[config.mk]
export PLATFORM = sky130hd
export DESIGN_NAME = mem_arbiter
export DESIGN_NICKNAME = d
export VERILOG_FILES = /design/src/rtl/mem_arbiter.sv
export SDC_FILE = /design/constraint.sdc
export NUM_CORES = 1
export LEC_CHECK = 0
export ABC_AREA = 1
export BUFFER_PORTS_ARGS = -buffer_cell sky130_fd_sc_hd__buf_2
export CELL_PAD_IN_SITES_DETAIL_PLACEMENT = 1
export CELL_PAD_IN_SITES_GLOBAL_PLACEMENT = 2
export CORE_MARGIN = 2
export CORE_UTILIZATION = 25
export DETAILED_ROUTE_END_ITERATION = 8
export PLACE_DENSITY_LB_ADDON = 0.1
export SKIP_CTS_REPAIR_TIMING = 1
export SYNTH_ARGS = -nofsm -noshare
export SYNTH_HDL_FRONTEND = slang
export SYNTH_SLANG_ARGS = --single-unit
[constraint.sdc]
create_clock -name clk -period 2.2 [get_ports clk]
set_input_delay 0.11 -clock clk [delete_from_list [all_inputs] [get_ports clk]]
set_output_delay 0.11 -clock clk [all_outputs]
set_load 0.1 [all_outputs]
[src/rtl/mem_arbiter.sv]
// Sequencer/arbiter for the single-port unified memory of the multicycle MIPS core.
// Serialises loader, fetch and data accesses through IDLE -> ACCESS -> RESP.
module mem_arbiter #(
    parameter int AW = 5,
    parameter int DW = 32
) (
    input  logic          clk,
    input  logic          rst_n,
    input  logic          ld_req,
    input  logic [AW-1:0] ld_addr,
    input  logic [DW-1:0] ld_wdata,
    output logic          ld_ack,
    input  logic          if_req,
    input  logic [AW-1:0] if_addr,
    output logic          if_ack,
    input  logic          dm_req,
    input  logic          dm_we,
    input  logic [AW-1:0] dm_addr,
    input  logic [DW-1:0] dm_wdata,
    output logic          dm_ack,
    output logic [DW-1:0] dm_rdata,
    output logic [AW-1:0] mem_a,
    output logic [DW-1:0] mem_wdata,
    output logic          mem_memwrite,
    output logic          mem_irwrite,
    input  logic [DW-1:0] mem_data,
    output logic [1:0]    grant,
    output logic          busy
);

    localparam logic [1:0] S_IDLE   = 2'd0;
    localparam logic [1:0] S_ACCESS = 2'd1;
    localparam logic [1:0] S_RESP   = 2'd2;

    localparam logic [1:0] G_NONE = 2'd0;
    localparam logic [1:0] G_LD   = 2'd1;
    localparam logic [1:0] G_IF   = 2'd2;
    localparam logic [1:0] G_DM   = 2'd3;

    logic [1:0]    state_q,    state_d;
    logic [1:0]    grant_q,    grant_d;
    logic [AW-1:0] addr_q,     addr_d;
    logic [DW-1:0] wdata_q,    wdata_d;
    logic          we_q,       we_d;
    logic          last_dm_q,  last_dm_d;
    logic          ld_ack_q,   ld_ack_d;
    logic          if_ack_q,   if_ack_d;
    logic          dm_ack_q,   dm_ack_d;
    logic [DW-1:0] dm_rdata_q, dm_rdata_d;

    // A requester whose ack is high this cycle has not yet dropped req.
    logic ld_elig, if_elig, dm_elig;
    assign ld_elig = ld_req & ~ld_ack_q;
    assign if_elig = if_req & ~if_ack_q;
    assign dm_elig = dm_req & ~dm_ack_q;

    always_comb begin
        // NOTE: every _d gets a default first so no path leaves it unassigned (no latches).
        state_d    = state_q;
        grant_d    = grant_q;
        addr_d     = addr_q;
        wdata_d    = wdata_q;
        we_d       = we_q;
        last_dm_d  = last_dm_q;
        ld_ack_d   = 1'b0;
        if_ack_d   = 1'b0;
        dm_ack_d   = 1'b0;
        dm_rdata_d = dm_rdata_q;

        case (state_q)
            S_IDLE: begin
                // last_dm_q=0 (reset, or after a data grant) hands the next tie to fetch.
                if (ld_elig) begin
                    state_d = S_ACCESS;
                    grant_d = G_LD;
                    addr_d  = ld_addr;
                    wdata_d = ld_wdata;
                    we_d    = 1'b1;
                end else if (if_elig && (!dm_elig || !last_dm_q)) begin
                    state_d   = S_ACCESS;
                    grant_d   = G_IF;
                    addr_d    = if_addr;
                    we_d      = 1'b0;
                    last_dm_d = 1'b1;
                end else if (dm_elig) begin
                    state_d   = S_ACCESS;
                    grant_d   = G_DM;
                    addr_d    = dm_addr;
                    wdata_d   = dm_wdata;
                    we_d      = dm_we;
                    last_dm_d = 1'b0;
                end
            end
            S_ACCESS: state_d = S_RESP;
            S_RESP: begin
                state_d  = S_IDLE;
                grant_d  = G_NONE;
                ld_ack_d = (grant_q == G_LD);
                if_ack_d = (grant_q == G_IF);
                dm_ack_d = (grant_q == G_DM);
                if (grant_q == G_DM && !we_q) begin
                    dm_rdata_d = mem_data;
                end
            end
            default: state_d = S_IDLE;
        endcase
    end

    // NOTE: state uses non-blocking assignments so all flops update from pre-edge values.
    always_ff @(posedge clk or negedge rst_n) begin
        if (!rst_n) begin
            state_q    <= S_IDLE;
            grant_q    <= G_NONE;
            addr_q     <= '0;
            wdata_q    <= '0;
            we_q       <= 1'b0;
            last_dm_q  <= 1'b0;
            ld_ack_q   <= 1'b0;
            if_ack_q   <= 1'b0;
            dm_ack_q   <= 1'b0;
            dm_rdata_q <= '0;
        end else begin
            state_q    <= state_d;
            grant_q    <= grant_d;
            addr_q     <= addr_d;
            wdata_q    <= wdata_d;
            we_q       <= we_d;
            last_dm_q  <= last_dm_d;
            ld_ack_q   <= ld_ack_d;
            if_ack_q   <= if_ack_d;
            dm_ack_q   <= dm_ack_d;
            dm_rdata_q <= dm_rdata_d;
        end
    end

    // Enables decode straight from state so an async reset drops them at once.
    assign mem_a        = addr_q;
    assign mem_wdata    = wdata_q;
    assign mem_memwrite = (state_q == S_ACCESS) && we_q;
    assign mem_irwrite  = (state_q == S_ACCESS) && (grant_q == G_IF);
    assign grant        = grant_q;
    assign busy         = (state_q != S_IDLE);
    assign ld_ack       = ld_ack_q;
    assign if_ack       = if_ack_q;
    assign dm_ack       = dm_ack_q;
    assign dm_rdata     = dm_rdata_q;

endmodule
=== After elaboration in Yosys (flattened, before gate mapping) ===
Cells that the tools add are included.

* Reductions and logical operators: 19
* Multiplexer cells: 22
* Bitwise gates (word level): 7
* Equal/unequal tests: 7

{| class="wikitable"
|+ Operators with widths
! kind !! count
|-
| $mux W32 || 3
|-
| $mux W5 || 3
|-
| $mux W2 || 6
|-
| $mux W1 || 8
|-
| $pmux W2 S2 || 2
|-
| $reduce_bool A2 Y1 || 4
|-
| $eq A2 B2 Y1 const B || 3
|-
| $reduce_and A2 Y1 || 3
|-
| $reduce_and A3 Y1 || 2
|-
| $eq A2 B1 Y1 const B || 2
|-
| $logic_and A1 B1 Y1 || 4
|-
| $ne A4 B4 Y1 const B || 1
|-
| $not A1 Y1 || 4
|-
| $and A1 B1 Y1 || 3
|-
| $logic_not A1 Y1 || 3
|-
| $reduce_bool A3 Y1 || 1
|-
| $logic_not A2 Y1 || 1
|-
| $ne A2 B2 Y1 const B || 1
|-
| $logic_or A1 B1 Y1 || 1
|}

* Register bits: 78
* Output and inout bits: 77

=== Longest topological paths before layout ===
Gate-level depths: netlist (run 1).

* Depth in word-level cells: 8
* Gate-level depth with buffers: 10
* Mapped depth without buffers: 8

=== Worst setup path before layout (run 1) ===
No wires, ideal clock.

* Kind: register to output
* Start point: register grant_q[1], in the netlist grant[1]
* End point: output mem_irwrite
* Slack: -1.926 ns
* Stages on the path, launching flop included: 3
* Required time: 2.090 ns
* Data arrival time: 4.016 ns
* Path through: dfrtp_1 > inv_1 > nor4_1

* Word-level cells in the longest chain between the ends: 2

{| class="wikitable"
|+ RTL lines
! item !! RTL line !! source
|-
| start, declared || 41 || <nowiki>logic [1:0] grant_q, grant_d;</nowiki>
|-
| start signal, assigned || 124 || <nowiki>grant_q <= grant_d;</nowiki>
|-
| $eq A2 B2 Y1 || 140 || <nowiki>assign mem_irwrite = (state_q == S_ACCESS) && (grant_q == G_IF);</nowiki>
|-
| $logic_and A1 B1 Y1 || 140 ||
|-
| end, declared || 25 || <nowiki>output logic mem_irwrite,</nowiki>
|}

No other way between the ends.

=== Final worst setup path (run 1) ===
* Start point: register ld_ack_q, in the netlist ld_ack
* End point: register wdata_q[19], in the netlist mem_wdata[19]

* Word-level cells in the longest chain between the ends: 4

{| class="wikitable"
|+ RTL lines
! item !! RTL line !! source
|-
| start, declared || 46 || <nowiki>logic ld_ack_q, ld_ack_d;</nowiki>
|-
| start signal, assigned || 129 || <nowiki>ld_ack_q <= ld_ack_d;</nowiki>
|-
| $not A1 Y1 (*) || 53 || <nowiki>assign ld_elig = ld_req & ~ld_ack_q;</nowiki>
|-
| $and A1 B1 Y1 (*) || 53 ||
|-
| $ne A2 B2 Y1 (no line) or $reduce_bool A2 Y1 (tied branches) || -- ||
|-
| $reduce_and A3 Y1 (no line) || -- ||
|-
| end signal, assigned || 126 || <nowiki>wdata_q <= wdata_d;</nowiki>
|-
| end, declared || 43 || <nowiki>logic [DW-1:0] wdata_q, wdata_d;</nowiki>
|}

Every way passes the cells marked *; elsewhere a longest branch is shown, timed or not.
A chain may end at the register's enable or synchronous reset.

==> flow_results.org, run 1 <==
** Worst setup path
- At the worst endpoint, the required time is 2420 ps.
- The most numerous cell type found on the critical path is nand2_1.
- Number of cells on the worst reg-to-reg path :: 6
- Worst R2R Setup Slack :: 470 ps
- Of all nets on the critical path, the largest fanout is 33.
- CP peak stage delay :: 400 ps
- The critical path is of the flop to flop type.
- Walking the worst path, the cells encountered are inv_1, nand2_2, a21oi_4, nand2_4, nand2_1, nand2_1.
- CP Data Arrival Time :: 1950 ps
- Beginning of the worst register-to-register path :: ld_ack$_DFF_PN0_
- In this run the critical register-to-register path is captured at mem_wdata[19]$_DFFE_PN0P_.
- STA classifies the critical path endpoint as a flop.
- Slowest cell on the critical path :: a21oi_4
- The worst setup path is launched from a flop.

** STA
- Final hold analysis gives a worst-case slack of -1.88 ps.
- Aggregate negative setup slack :: 0 ps
- Final setup violation count :: 0
- Slew Limit Headroom :: around three fifths
- Based on the critical path, the design can be clocked at up to 578 MHz.
- Largest clock skew in the final design :: ~6 ps
- The number of hold violations in the final report was 3.
- The number of pins exceeding their max-slew limit in the final report is 0.
- The worst path needs 1730 ps of the cycle, external delays included.
- For the pin with the worst max-slew slack, the measured transition is 577 ps.
- Portion of the clock cycle consumed by the worst path in the final layout :: 78.6%
- Setup repair after global routing left no endpoint under its margin.

** Place
- Detailed Place HPWL :: between 9000 and 10000 um
- The congestion estimate from routability-driven global placement came to slightly above 0.7.
- Number of port buffers :: just under 200

** Die
- Die area :: about 16000 um^2
- Height of the die :: 126 um
- In this run the standard cell core region covers between 10000 and 15000 um^2.
- Row cnt :: 44
- # IOs :: 194
- For this configuration, the core starts out at a cell density of between 20% and 30%.
- Measured along the x axis, the die boundary spans 126 um.

** Clocking
- In this run the number of H-tree levels came out at 3.
- TritonCTS built the clock tree.
- Clock latency on the worst-skew pair, taken at its later pin, is 340 ps.
- The longest clock path from root to sink contains 2 buffers.
- Clock buffer count from CTS :: 9
- The root buffer cell chosen for the clock tree is clkbuf_16.
- After clock tree synthesis, the clock-pin slew on the worst setup and hold paths is 60 ps.
- The clock drives 78 sinks.

** Route
- Detail-routed net length per standard cell :: 14.4 um
- Total via count after detailed routing :: around 3800
- Wire length reported by the detailed router :: roughly 12000 um
- DRC :: 0
- Detail-routed via count per cell :: roughly 4.4
- Drt first pass iters :: 4
- Starting DRT DRC Count :: ~140
- In this run the remaining antenna-violating nets after routing total 0.

** Final layout
- Ant diodes :: 0
- In the final layout, the multi-input gates occupy 1560 um^2.
- Fraction of final layout cells sized beyond drive strength 1 :: 33.7%
- Across the whole layout, storage elements account for between 1500 and 2000 um^2.
- Area Overhead vs Synth :: 39.2%
- At the end of the flow, the number of nets in the layout was 795.
- The layout has 1852 filler cells.

** Logic synthesis
- In the post-synthesis netlist, the biggest area contributors are dfrtp_1, nand2_1, nand3_1, buf_2, buf_4.
- Total of flip-flops plus latches after synthesis :: 78
- A synthesized cell averages 7.59 um^2.
- The Yosys step of the flow raised 0 warnings.
- In this run, distinct cell masters in the synthesized netlist total 22.
- Sequential cells were found to cover 52.5% of the synthesized design area.
- The cell area that synthesis handed to floorplanning was 3720 um^2.
- Net count after synthesis :: 607
- The largest total area in the synthesized netlist belongs to dfrtp_1.
- Area fraction of the dominant cell type after synthesis :: between 50% and 60%
- Mapped Cells :: 490

** Run status
- Run status :: complete, but fails checks
- Violated checks :: hold timing

** Global routing
- Gr usage total :: approximately 16%
- The initial antenna violation count was 0.
- Largest net degree at the start of global routing :: 43
- The first global-routing pass estimated 20000 um of wire.
- For this run the aggregate overflow at the end of global routing stands at 0.
- Via count of the first global-routing pass :: 3917

** Worst hold path
- Counting instances, the worst hold path has a depth of 3.
- The worst hold path begins at mem_data[17].
- Worst min-delay path endpoint :: dm_rdata[17]$_DFFE_PN0P_
- Type of the most critical hold path :: input port to flop

** Flow run
- Max-cap check violation count :: 0
-- critical path: cells and delay by family, from the launching register on --
| family | cells | cell delay [ps] |
|---|---|---|
| AOI/OAI and AO/OA | 1 | 400 |
| buffers and inverters | 1 | 70 |
| DFF | 1 | 380 |
| and+or+nand+nor | 4 | 750 |
-- kinds of logic after synthesis --
group | after synthesis | share of synthesized area (%)
DFF | 78 | 52.5
buffers and inverters | 44 | 6.23
AOI/OAI and AO/OA | 2 | 0.572
and+or+nand+nor | 366 | 40.7
-- sequential cells by signal (all words and copies together), names as in the netlist --
signal	cells
dm_ack	1
dm_rdata	32
grant	2
if_ack	1
last_dm_q	1
ld_ack	1
mem_a	5
mem_wdata	32
state_q	2
we_q	1
-- cell usage after synthesis --
| cell | number |
|---|---|
| a21oi_4 | 1 |
| and3_1 | 1 |
| buf_2 | 14 |
| buf_4 | 7 |
| buf_6 | 3 |
| clkbuf_1 | 2 |
| dfrtp_1 | 78 |
| inv_1 | 14 |
| inv_2 | 4 |
| nand2_1 | 276 |
| nand2_2 | 1 |
| nand2_4 | 1 |
| nand3_1 | 76 |
| nand3_2 | 1 |
| nand4_1 | 1 |
| nor2_1 | 2 |
| nor2_2 | 1 |
| nor2_4 | 1 |
| nor3_1 | 3 |
| nor3_2 | 1 |
| nor4_1 | 1 |
| o21ai_0 | 1 |
-- layout make-up --
cell class                 instances  share of cell area [%]
sequential                        78                    37.7
timing repair buffer             203                    20.7
inverter                          18                    1.31
clock buffer                      10                    4.62
tap                              184                    4.45
multi-input combinational        368                    30.0
clock inverter                     5                    1.16
-- routing by layer --
metal  track usage [%]  vias to the layer above  wire length [um]
met3              5.95                        5              1010
met1              20.0                     1774              5550
met2              26.0                      121              5830
met5                 0                        -                 0
met4              3.49                        0                90
li1                  -                     1899                 -
-- cells in the final DEF, fill, tap and decap left out, drive strengths merged --
master and count:
buf 202, bufinv 1, o21ai 1, dlygate4sd3 1, clkinvlp 1, a21oi 1
nand2 278, dfrtp 78, and3 1, inv 18, nor3 4, clkinv 3
clkbuf 10, nand3 77, nand4 1, nor4 1, nor2 4
-- metrics by stage --
stage | std cells | cell area (um^2) | hold slack [ps] | worst slack, ps | utilization [%]
floorplan | 490 | 3730 | -186 | 84.8 | -
detailed placement | 850 | 4870 | 147 | 423 | 33.5
CTS | 865 | 5170 | -230 | 420 | 35.5
finish | 866 | 5180 | -1.88 | 471 | 35.6
global route | 866 | 5180 | 0.626 | 252 | 35.6
global placement | 850 | 4870 | 146 | 521 | 33.5
-- worst max-delay path by stage --
stage	slack [ps]	cells past startpoint	to	start
after global placement	520	6	mem_wdata[3]$_DFFE_PN0P_	ld_ack$_DFF_PN0_
after detailed placement	420	6	mem_wdata[15]$_DFFE_PN0P_	ld_ack$_DFF_PN0_
after global routing	250	6	mem_wdata[6]$_DFFE_PN0P_	ld_ack$_DFF_PN0_
after floorplan	80	1	mem_irwrite	grant[0]$_DFFE_PN0P_
after CTS	420	6	mem_wdata[15]$_DFFE_PN0P_	ld_ack$_DFF_PN0_
final	470	6	mem_wdata[19]$_DFFE_PN0P_	ld_ack$_DFF_PN0_
Power of run 1 is not shown: default switching activity piles up to over one toggle a cycle in this logic, so the estimate is an artifact.
==> inputs of run 2 (changes only) <==
--- a/config.mk
+++ b/config.mk
@@ -5,12 +5,12 @@
 export SDC_FILE = /design/constraint.sdc
 export NUM_CORES = 1
 export LEC_CHECK = 0
-export ABC_AREA = 1
+export ABC_AREA = 0
 export BUFFER_PORTS_ARGS = -buffer_cell sky130_fd_sc_hd__buf_2
 export CELL_PAD_IN_SITES_DETAIL_PLACEMENT = 1
 export CELL_PAD_IN_SITES_GLOBAL_PLACEMENT = 2
 export CORE_MARGIN = 2
-export CORE_UTILIZATION = 25
+export CORE_UTILIZATION = 27
 export DETAILED_ROUTE_END_ITERATION = 8
 export PLACE_DENSITY_LB_ADDON = 0.1
 export SKIP_CTS_REPAIR_TIMING = 1
==> constraint.sdc (replaced) <==
create_clock -name clk -period 1.72 [get_ports clk]
set_input_delay 0.086 -clock clk [delete_from_list [all_inputs] [get_ports clk]]
set_output_delay 0.086 -clock clk [all_outputs]
set_load 0.1 [all_outputs]
==> run 2 against run 1 <==
Against the previous run: the run still ends with hold timing left; routed wire length down 8.6%; sequential cell count unchanged; core utilization up 9.0 points; highest routed layer unchanged; fmax up 4.5%; sequential share of layout area down 2.7 points; die area down 13%; global-route usage down 0.11 points; via count down 19%; critical path depth down 1; count of clock-buffer cells in the layout unchanged.
==> flow_results.org, run 2 <==
** Run status
- Run status :: complete, but fails checks
- The checks that failed: hold timing.

** Die
- Die area :: 13900 um^2
- The floorplan has 41 rows.
- Height of the die :: roughly 120 um
- The core region is between 10000 and 15000 um^2.
- From left edge to right edge, the die measures about 120 um.
- During I/O placement, the number of pins put on the boundary was 194.
- Initial cell density of the core :: 27.7%

** Route
- In this run the remaining antenna-violating nets after routing total 0.
- Wire length reported by the detailed router :: 11400 um
- Total via count after detailed routing :: 3079
- Starting DRT DRC Count :: 121
- Drt first pass iters :: 4
- In the final routed layout, each cell accounts on average for roughly 17 um.
- After detailed routing, the number of remaining DRC violations is 0.
- After detailed routing, the number of vias per cell comes to 4.52.

** Final layout
- The top cell types in the final layout, fill and taps aside, are buf_2, dfrtp_1, dlygate4sd3_1.
- Ant diodes :: 0
- Post-layout instance area :: approximately 5600 um^2
- Fraction of final layout cells sized beyond drive strength 1 :: a little over half
- Most common cell after layout, fill and taps aside :: buf_2
- Area Overhead vs Synth :: 61.0%
- In the final design database the tool counted 621 nets.

** Global routing
- Global routing consumed, over all layers together, 15.7% of the routing resources.
- First-pass GRT wire length :: 17200 um
- Entering global routing, the biggest net connects 33 pins.
- The number of global-route vias before repair came to 3076.
- Global route overflow :: 0
- The initial antenna violation count was 0.

** Worst setup path
- Critical path type :: flop to flop
- For the worst flop-to-flop path, the logic depth is 5.
- Endpoint class of the critical path :: flop
- The worst register-to-register path begins at dm_ack$_DFF_PN0_.
- Data arrives at the worst endpoint at 1870 ps.
- Worst R2R Setup Slack :: about 65 ps
- Startpoint type of the worst setup path :: flop
- In this run the critical register-to-register path is captured at mem_wdata[19]$_DFFE_PN0P_.
- In this run the worst path has a maximum fanout of 32.
- Critical Path RT :: ~1900 ps

** Clocking
- Clock root cell :: clkbuf_16
- The H-tree was split into 3 levels.
- After clock tree synthesis, the clock-pin slew on the worst setup and hold paths is 60 ps.
- Buffers inserted during clock tree synthesis total 9.
- Worst-case clock buffer depth :: 2
- TritonCTS clock tree :: yes
- Clock tree synthesis found a total of 78 sinks.
- Clock latency on the worst-skew pair, taken at its later pin, is 330 ps.

** Worst hold path
- Launch instance of the worst min-delay path :: dm_wdata[18]
- Type of the most critical hold path :: input port to flop
- For hold timing, the worst endpoint is mem_wdata[18]$_DFFE_PN0P_.
- Hold Crit Depth :: 2

** Logic synthesis
- Proportion of synthesized chip area in sequential cells :: 55.8%
- Of all cell types, the one taking the most synthesized area is dfrtp_1.
- Net count after synthesis :: 365
- The cell count after synthesis came out at 248.
- Total standard cell area after synthesis :: 3500 um^2
- Yosys warning total :: 0
- In this run, synthesis inferred 0 flip-flops with an integrated enable.
- Count of distinct cell types in the synthesized netlist :: 36
- After synthesis the netlist holds a flip-flop and latch count of 78.
- Share of flip-flops with an asynchronous set or reset after synthesis :: 100%
- The synthesized design devotes to its leading area cell type 55.8% of total area.
- Top cells by area, synth :: dfrtp_1, mux2_4, a221o_1, and3_1, buf_12
- Most frequently used flop master after synthesis :: dfrtp_1
- Most frequent cell after synthesis :: dfrtp_1
- Each instance of the synthesized netlist takes up on average 14.1 um^2.
- Most frequent cells after synthesis :: dfrtp_1, a221o_1, and3_1

** STA
- Worst Hold Slack :: -6.59 ps
- For the pin with the worst max-slew slack, the measured transition is 509 ps.
- Largest clock skew in the final design :: 6.92 ps
- Setup repair after global routing left no endpoint under its margin.
- Setup violations remaining at the end of the flow were counted as 0.
- The number of hold violations in the final report is 3.
- Shortest period the worst path allows :: 1650 ps
- Pins Over Slew Limit :: 0
- Portion of the clock cycle consumed by the worst path in the final layout :: 96.2%
- The worst pin sits at a relative slew slack of 66.3%.
- Based on the critical path, the design can be clocked at up to 604 MHz.

** Flow run
- The tool flagged a number of max-cap violations equal to 0.

** Place
- In this run the tool buffered the top-level ports with 193 buffer cells.
- After detailed placement, the total cell area comes to 4720 um^2.
- Detailed Place HPWL :: about 7700 um
- Routability congestion estimate from global placement :: 0.708
-- run 2: cell types whose count changed in the layout (fill, tap and decap cells not counted), moves of 6 or more --
cell,previous run,this run
nand3_1,76,0
dlygate4sd3_1,1,59
and3_1,1,32
a221o_1,0,32
dfrtp_1,77,71
nand2_1,276,7
mux2_4,0,30
inv_1,14,0
-- run 2: critical path, cell delays in order (launching register included) --
cell,delay [ps]
dfrtp_4,460
and2b_2,290
o21a_1,170
o21ai_2,70
buf_12,170
a221o_1,360
-- run 2: worst max-delay path by stage --
stage                                 startpoint                        end  slack (ps)  cells past startpoint
after global placement    state_q[0]$_DFFE_PN0P_   dm_rdata[24]$_DFFE_PN0P_         100                      5
after floorplan                 dm_ack$_DFF_PN0_  mem_wdata[10]$_DFFE_PN0P_         -70                      5
after global routing            dm_ack$_DFF_PN0_  mem_wdata[18]$_DFFE_PN0P_           4                      5
final                           dm_ack$_DFF_PN0_  mem_wdata[19]$_DFFE_PN0P_          70                      5
after CTS                       ld_ack$_DFF_PN0_       mem_a[2]$_DFFE_PN0P_          50                      5
after detailed placement        ld_ack$_DFF_PN0_       mem_a[3]$_DFFE_PN0P_          60                      5
-- run 2: through the flow --
| step | hold WS (ps) | setup TNS (ps) | instances | util, % | worst slack, ps |
|---|---|---|---|---|---|
| after floorplan | -210 | -1970 | 248 | - | -65.6 |
| after global placement | 45.4 | 0 | 606 | 37.4 | 101 |
| after detailed placement | 46.5 | 0 | 606 | 37.4 | 58.4 |
| after CTS | -320 | 0 | 622 | 39.8 | 49.3 |
| after global routing | 1.82 | 0 | 681 | 44.6 | 4.14 |
| final | -6.59 | 0 | 681 | 44.6 | 65.4 |
-- run 2: area by class of cell --
cell class | count | area, um^2
Timing Repair Buffer | 264 | 1750
Fill cell | 1392 | 6990
Inverter | 1 | 6.26
Clock buffer | 10 | 239
Multi-Input combinational cell | 150 | 1390
Sequential cell | 78 | 1970
Tap cell | 172 | 215
Clock inverter | 6 | 61.3
-- run 2: kinds of logic (layout without fill, tap and decap cells) --
group                  count (synthesis)  in the layout  synth area share [%]
DFF                                   78             78                  55.8
buffers and inverters                 20            281                  4.90
AOI/OAI and AO/OA                     53             53                  13.4
muxes                                 37             37                  15.0
and+or+nand+nor                       60             60                  10.9
-- run 2: per-layer routing --
layer  share of wire [%]  routed length [um]  vias to the layer above  global-route usage, %
met5                   0                   0                        -                      0
met4                0.95                 108                        0                   4.97
met3                 5.8                 660                        6                   4.41
met2                  50                5670                      106                   25.7
met1                  44                4960                     1508                   20.2
li1                    -                   -                     1459                      -
Power of run 2 is left out for the same reason.
==> inputs of run 3 (changes only) <==
--- a/config.mk
+++ b/config.mk
@@ -12,7 +12,7 @@
 export CORE_MARGIN = 2
 export CORE_UTILIZATION = 27
 export DETAILED_ROUTE_END_ITERATION = 8
-export PLACE_DENSITY_LB_ADDON = 0.1
+export PLACE_DENSITY = 0.82
 export SKIP_CTS_REPAIR_TIMING = 1
 export SYNTH_ARGS = -nofsm -noshare
 export SYNTH_HDL_FRONTEND = slang
==> run 3 against run 2 <==
Against the previous run: the flow still finishes with violations (hold timing); count of clock-buffer cells in the layout rose by 3; critical path type unchanged; design area shrank 0.24%; die area is the same; worst setup slack worse by 12 ps; clock skew grew 2.3 ps; critical path depth unchanged; via count rose by 1.8%; fmax shrank 0.70%; non-clock buffer count is 2 higher; routed wire length increased by 3.2%; worst hold slack got worse by 3.6 ps; largest cell class unchanged.
==> flow_results.org, run 3 (same netlist as run 2, synthesis figures left out) <==
** Final layout
- Most common cell after layout, fill and taps aside :: buf_2
- With fillers left out, the area of the finished cells amounts to approximately 5600 um^2.
- Of the cells placed in the final design, the portion with a size suffix greater than 1 is 54.0%.
- Leading cell types in the layout, fill and taps excluded :: buf_2, dfrtp_1, dlygate4sd3_1
- The repair_antennas step left the layout with diodes totalling 0.
- Area Overhead vs Synth :: 60.6%
- In the final design database the tool counted 623 nets.

** Die
- In this run the horizontal extent of the chip is roughly 120 um.
- During I/O placement, the number of pins put on the boundary was approximately 190.
- Initial cell density of the core :: between 20 and 30%
- Height of the die :: 118 um
- The core region is ~13000 um^2.
- The floorplan step defined a die boundary enclosing 13900 um^2.
- The initialized floorplan defines 41 standard-cell rows.

** Route
- After the first detailed-routing iteration, the DRC count stood at 142.
- Total via count after detailed routing :: 3134
- In the routed design, unresolved DRC markers number 0.
- Drt first pass iters :: 4
- In this run the remaining antenna-violating nets after routing total 0.
- Wire length reported by the detailed router :: roughly 12000 um
- Detail-routed net length per standard cell :: 17.2 um
- Detail-routed via count per cell :: 4.59

** Place
- Summed over all nets, the half-perimeter wirelength after detailed placement is about 8000 um.
- Summing all placed instances gives a cell area of 4690 um^2.
- Routability congestion estimate from global placement :: 0.743
- Number of port buffers :: 193

** Global routing
- For this run, global-route usage on met1 was measured as 18.5%.
- The initial antenna violation count came to 0.
- The first global-routing pass estimated between 15000 and 20000 um of wire.
- The number of global-route vias before repair was 3171.
- Entering global routing, the biggest net connects 45 pins.
- Across every metal layer, demand over resource in global routing totals between 10% and 20%.
- Global routing consumed, on the met3 layer, 4.17% of the routing resources.
- Global routing consumed, on the met2 layer, 27.7% of the routing resources.
- Global route overflow :: 0
- GR peak layer :: met2

** Worst setup path
- Critical path type :: flop to flop
- For the worst flop-to-flop path, the logic depth is 5.
- Following the worst setup path forward leads to its endpoint at mem_wdata[12]$_DFFE_PN0P_.
- Largest fanout on the critical path :: 32
- In this run the worst setup path begins at dm_ack$_DFF_PN0_.
- Slowest cell on the critical path :: dfrtp_4
- The worst register-to-register path begins at dm_ack$_DFF_PN0_.
- For flop-to-flop paths, the worst setup slack is 50 ps.
- Worst reg2reg path endpoint :: mem_wdata[12]$_DFFE_PN0P_
- For the worst setup path, the data required time is 1920 ps.
- Endpoint class of the critical path :: flop
- Cell-by-cell trace of the critical path :: and2b_2, o21a_1, o21ai_2, buf_12, a221o_1
- STA classifies the critical path startpoint as a flop.
- On the worst path, the slowest cell contributes a delay of 460 ps.
- At the worst endpoint, the arrival time is 1870 ps.

** STA
- Setup repair after global routing could not meet its margin everywhere.
- Worst Hold Slack :: -10.2 ps
- Slew Limit Headroom :: roughly two thirds
- The number of pins exceeding their max-slew limit in the final report came to 0.
- At the pin with the least slew margin, the transition time is 517 ps.
- Shortest period the worst path allows :: 1670 ps
- The number of hold violations in the final report is 3.
- After layout, the worst path uses between 90 and 100% of the clock period.
- Static timing analysis puts the maximum clock frequency at ~600 MHz.
- Setup violations remaining at the end of the flow were counted as 0.
- Largest clock skew in the final design :: 9.21 ps

** Worst hold path
- Type of the most critical hold path :: input port to flop

** Clocking
- For the worst-skew pair, the clock arrives at the later sink with an insertion delay of 330 ps.
- TritonCTS clock tree :: yes
- After clock tree synthesis, the clock-pin slew on the worst setup and hold paths is 60 ps.
- The clock drives 78 sinks.
- In this run, CTS created clock tree buffers numbering 9.
- Worst-case clock buffer depth :: 2
- Clock H-tree levels :: 3
- Clock root cell :: clkbuf_16

** Flow run
- Max-cap check violation count :: 0

** Run status
- Run status :: complete, but fails checks
- The final reports fail on hold timing.
[run 3: cell count changes in the layout (fill, tap and decap cells not counted), moves of 2 or more]
cell,before,now
buf_4,7,16
dlygate4sd3_1,59,52
clkbuf_1,0,2
buf_12,7,5
clkbuf_16,9,11
[run 3: worst max-delay path: cells and delay by family, from the launching register on]
family / cells / cell delay [ps]
AO/OA/AOI/OAI: 3 / 600
buffers and inverters: 1 / 180
flip-flops: 1 / 460
AND/OR/NAND/NOR: 1 / 290
[run 3: how the worst min path moves through the flow]
stage | startpoint | to | slack (ps) | cells after the start
after floorplan | rst_n | dm_rdata[0]$_DFFE_PN0P_ | -210 | 0
after global placement | rst_n | we_q$_DFFE_PN0P_ | 80 | 1
after detailed placement | rst_n | state_q[1]$_DFFE_PN0P_ | 80 | 1
after CTS | rst_n | state_q[1]$_DFFE_PN0P_ | -270 | 1
after global routing | dm_wdata[24] | mem_wdata[24]$_DFFE_PN0P_ | 2 | 2
final | dm_wdata[7] | mem_wdata[7]$_DFFE_PN0P_ | -10 | 2
[run 3: layout make-up]
cell class / count / area (um^2)
Clock inverter: 3 / 18.8
Multi-Input combinational cell: 150 / 1390
Fill cell: 1436 / 7010
Sequential cell: 78 / 1970
Tap cell: 172 / 215
Clock buffer: 13 / 260
Inverter: 1 / 6.26
Timing Repair Buffer: 266 / 1760
[run 3: per-layer routing]
metal  routed length [um]  vias to the layer above
met5                    0                        -
met4                  247                        0
met3                  627                       18
met2                 6150                      114
met1                 4740                     1544
li1                     -                     1458
[run 3: through the flow]
step	setup WS, ps	TNS [ps]	utilization, %	instances
5_1_grt	-17.2	-39.3	44.5	683
3_3_place_gp	69.6	0	37.2	608
2_1_floorplan	-65.6	-1970	-	248
4_1_cts	-33.2	-59.7	39.4	624
3_5_place_dp	27.9	0	37.2	608
6_report	53.7	0	44.5	683
Power of run 3 is left out for the same reason.
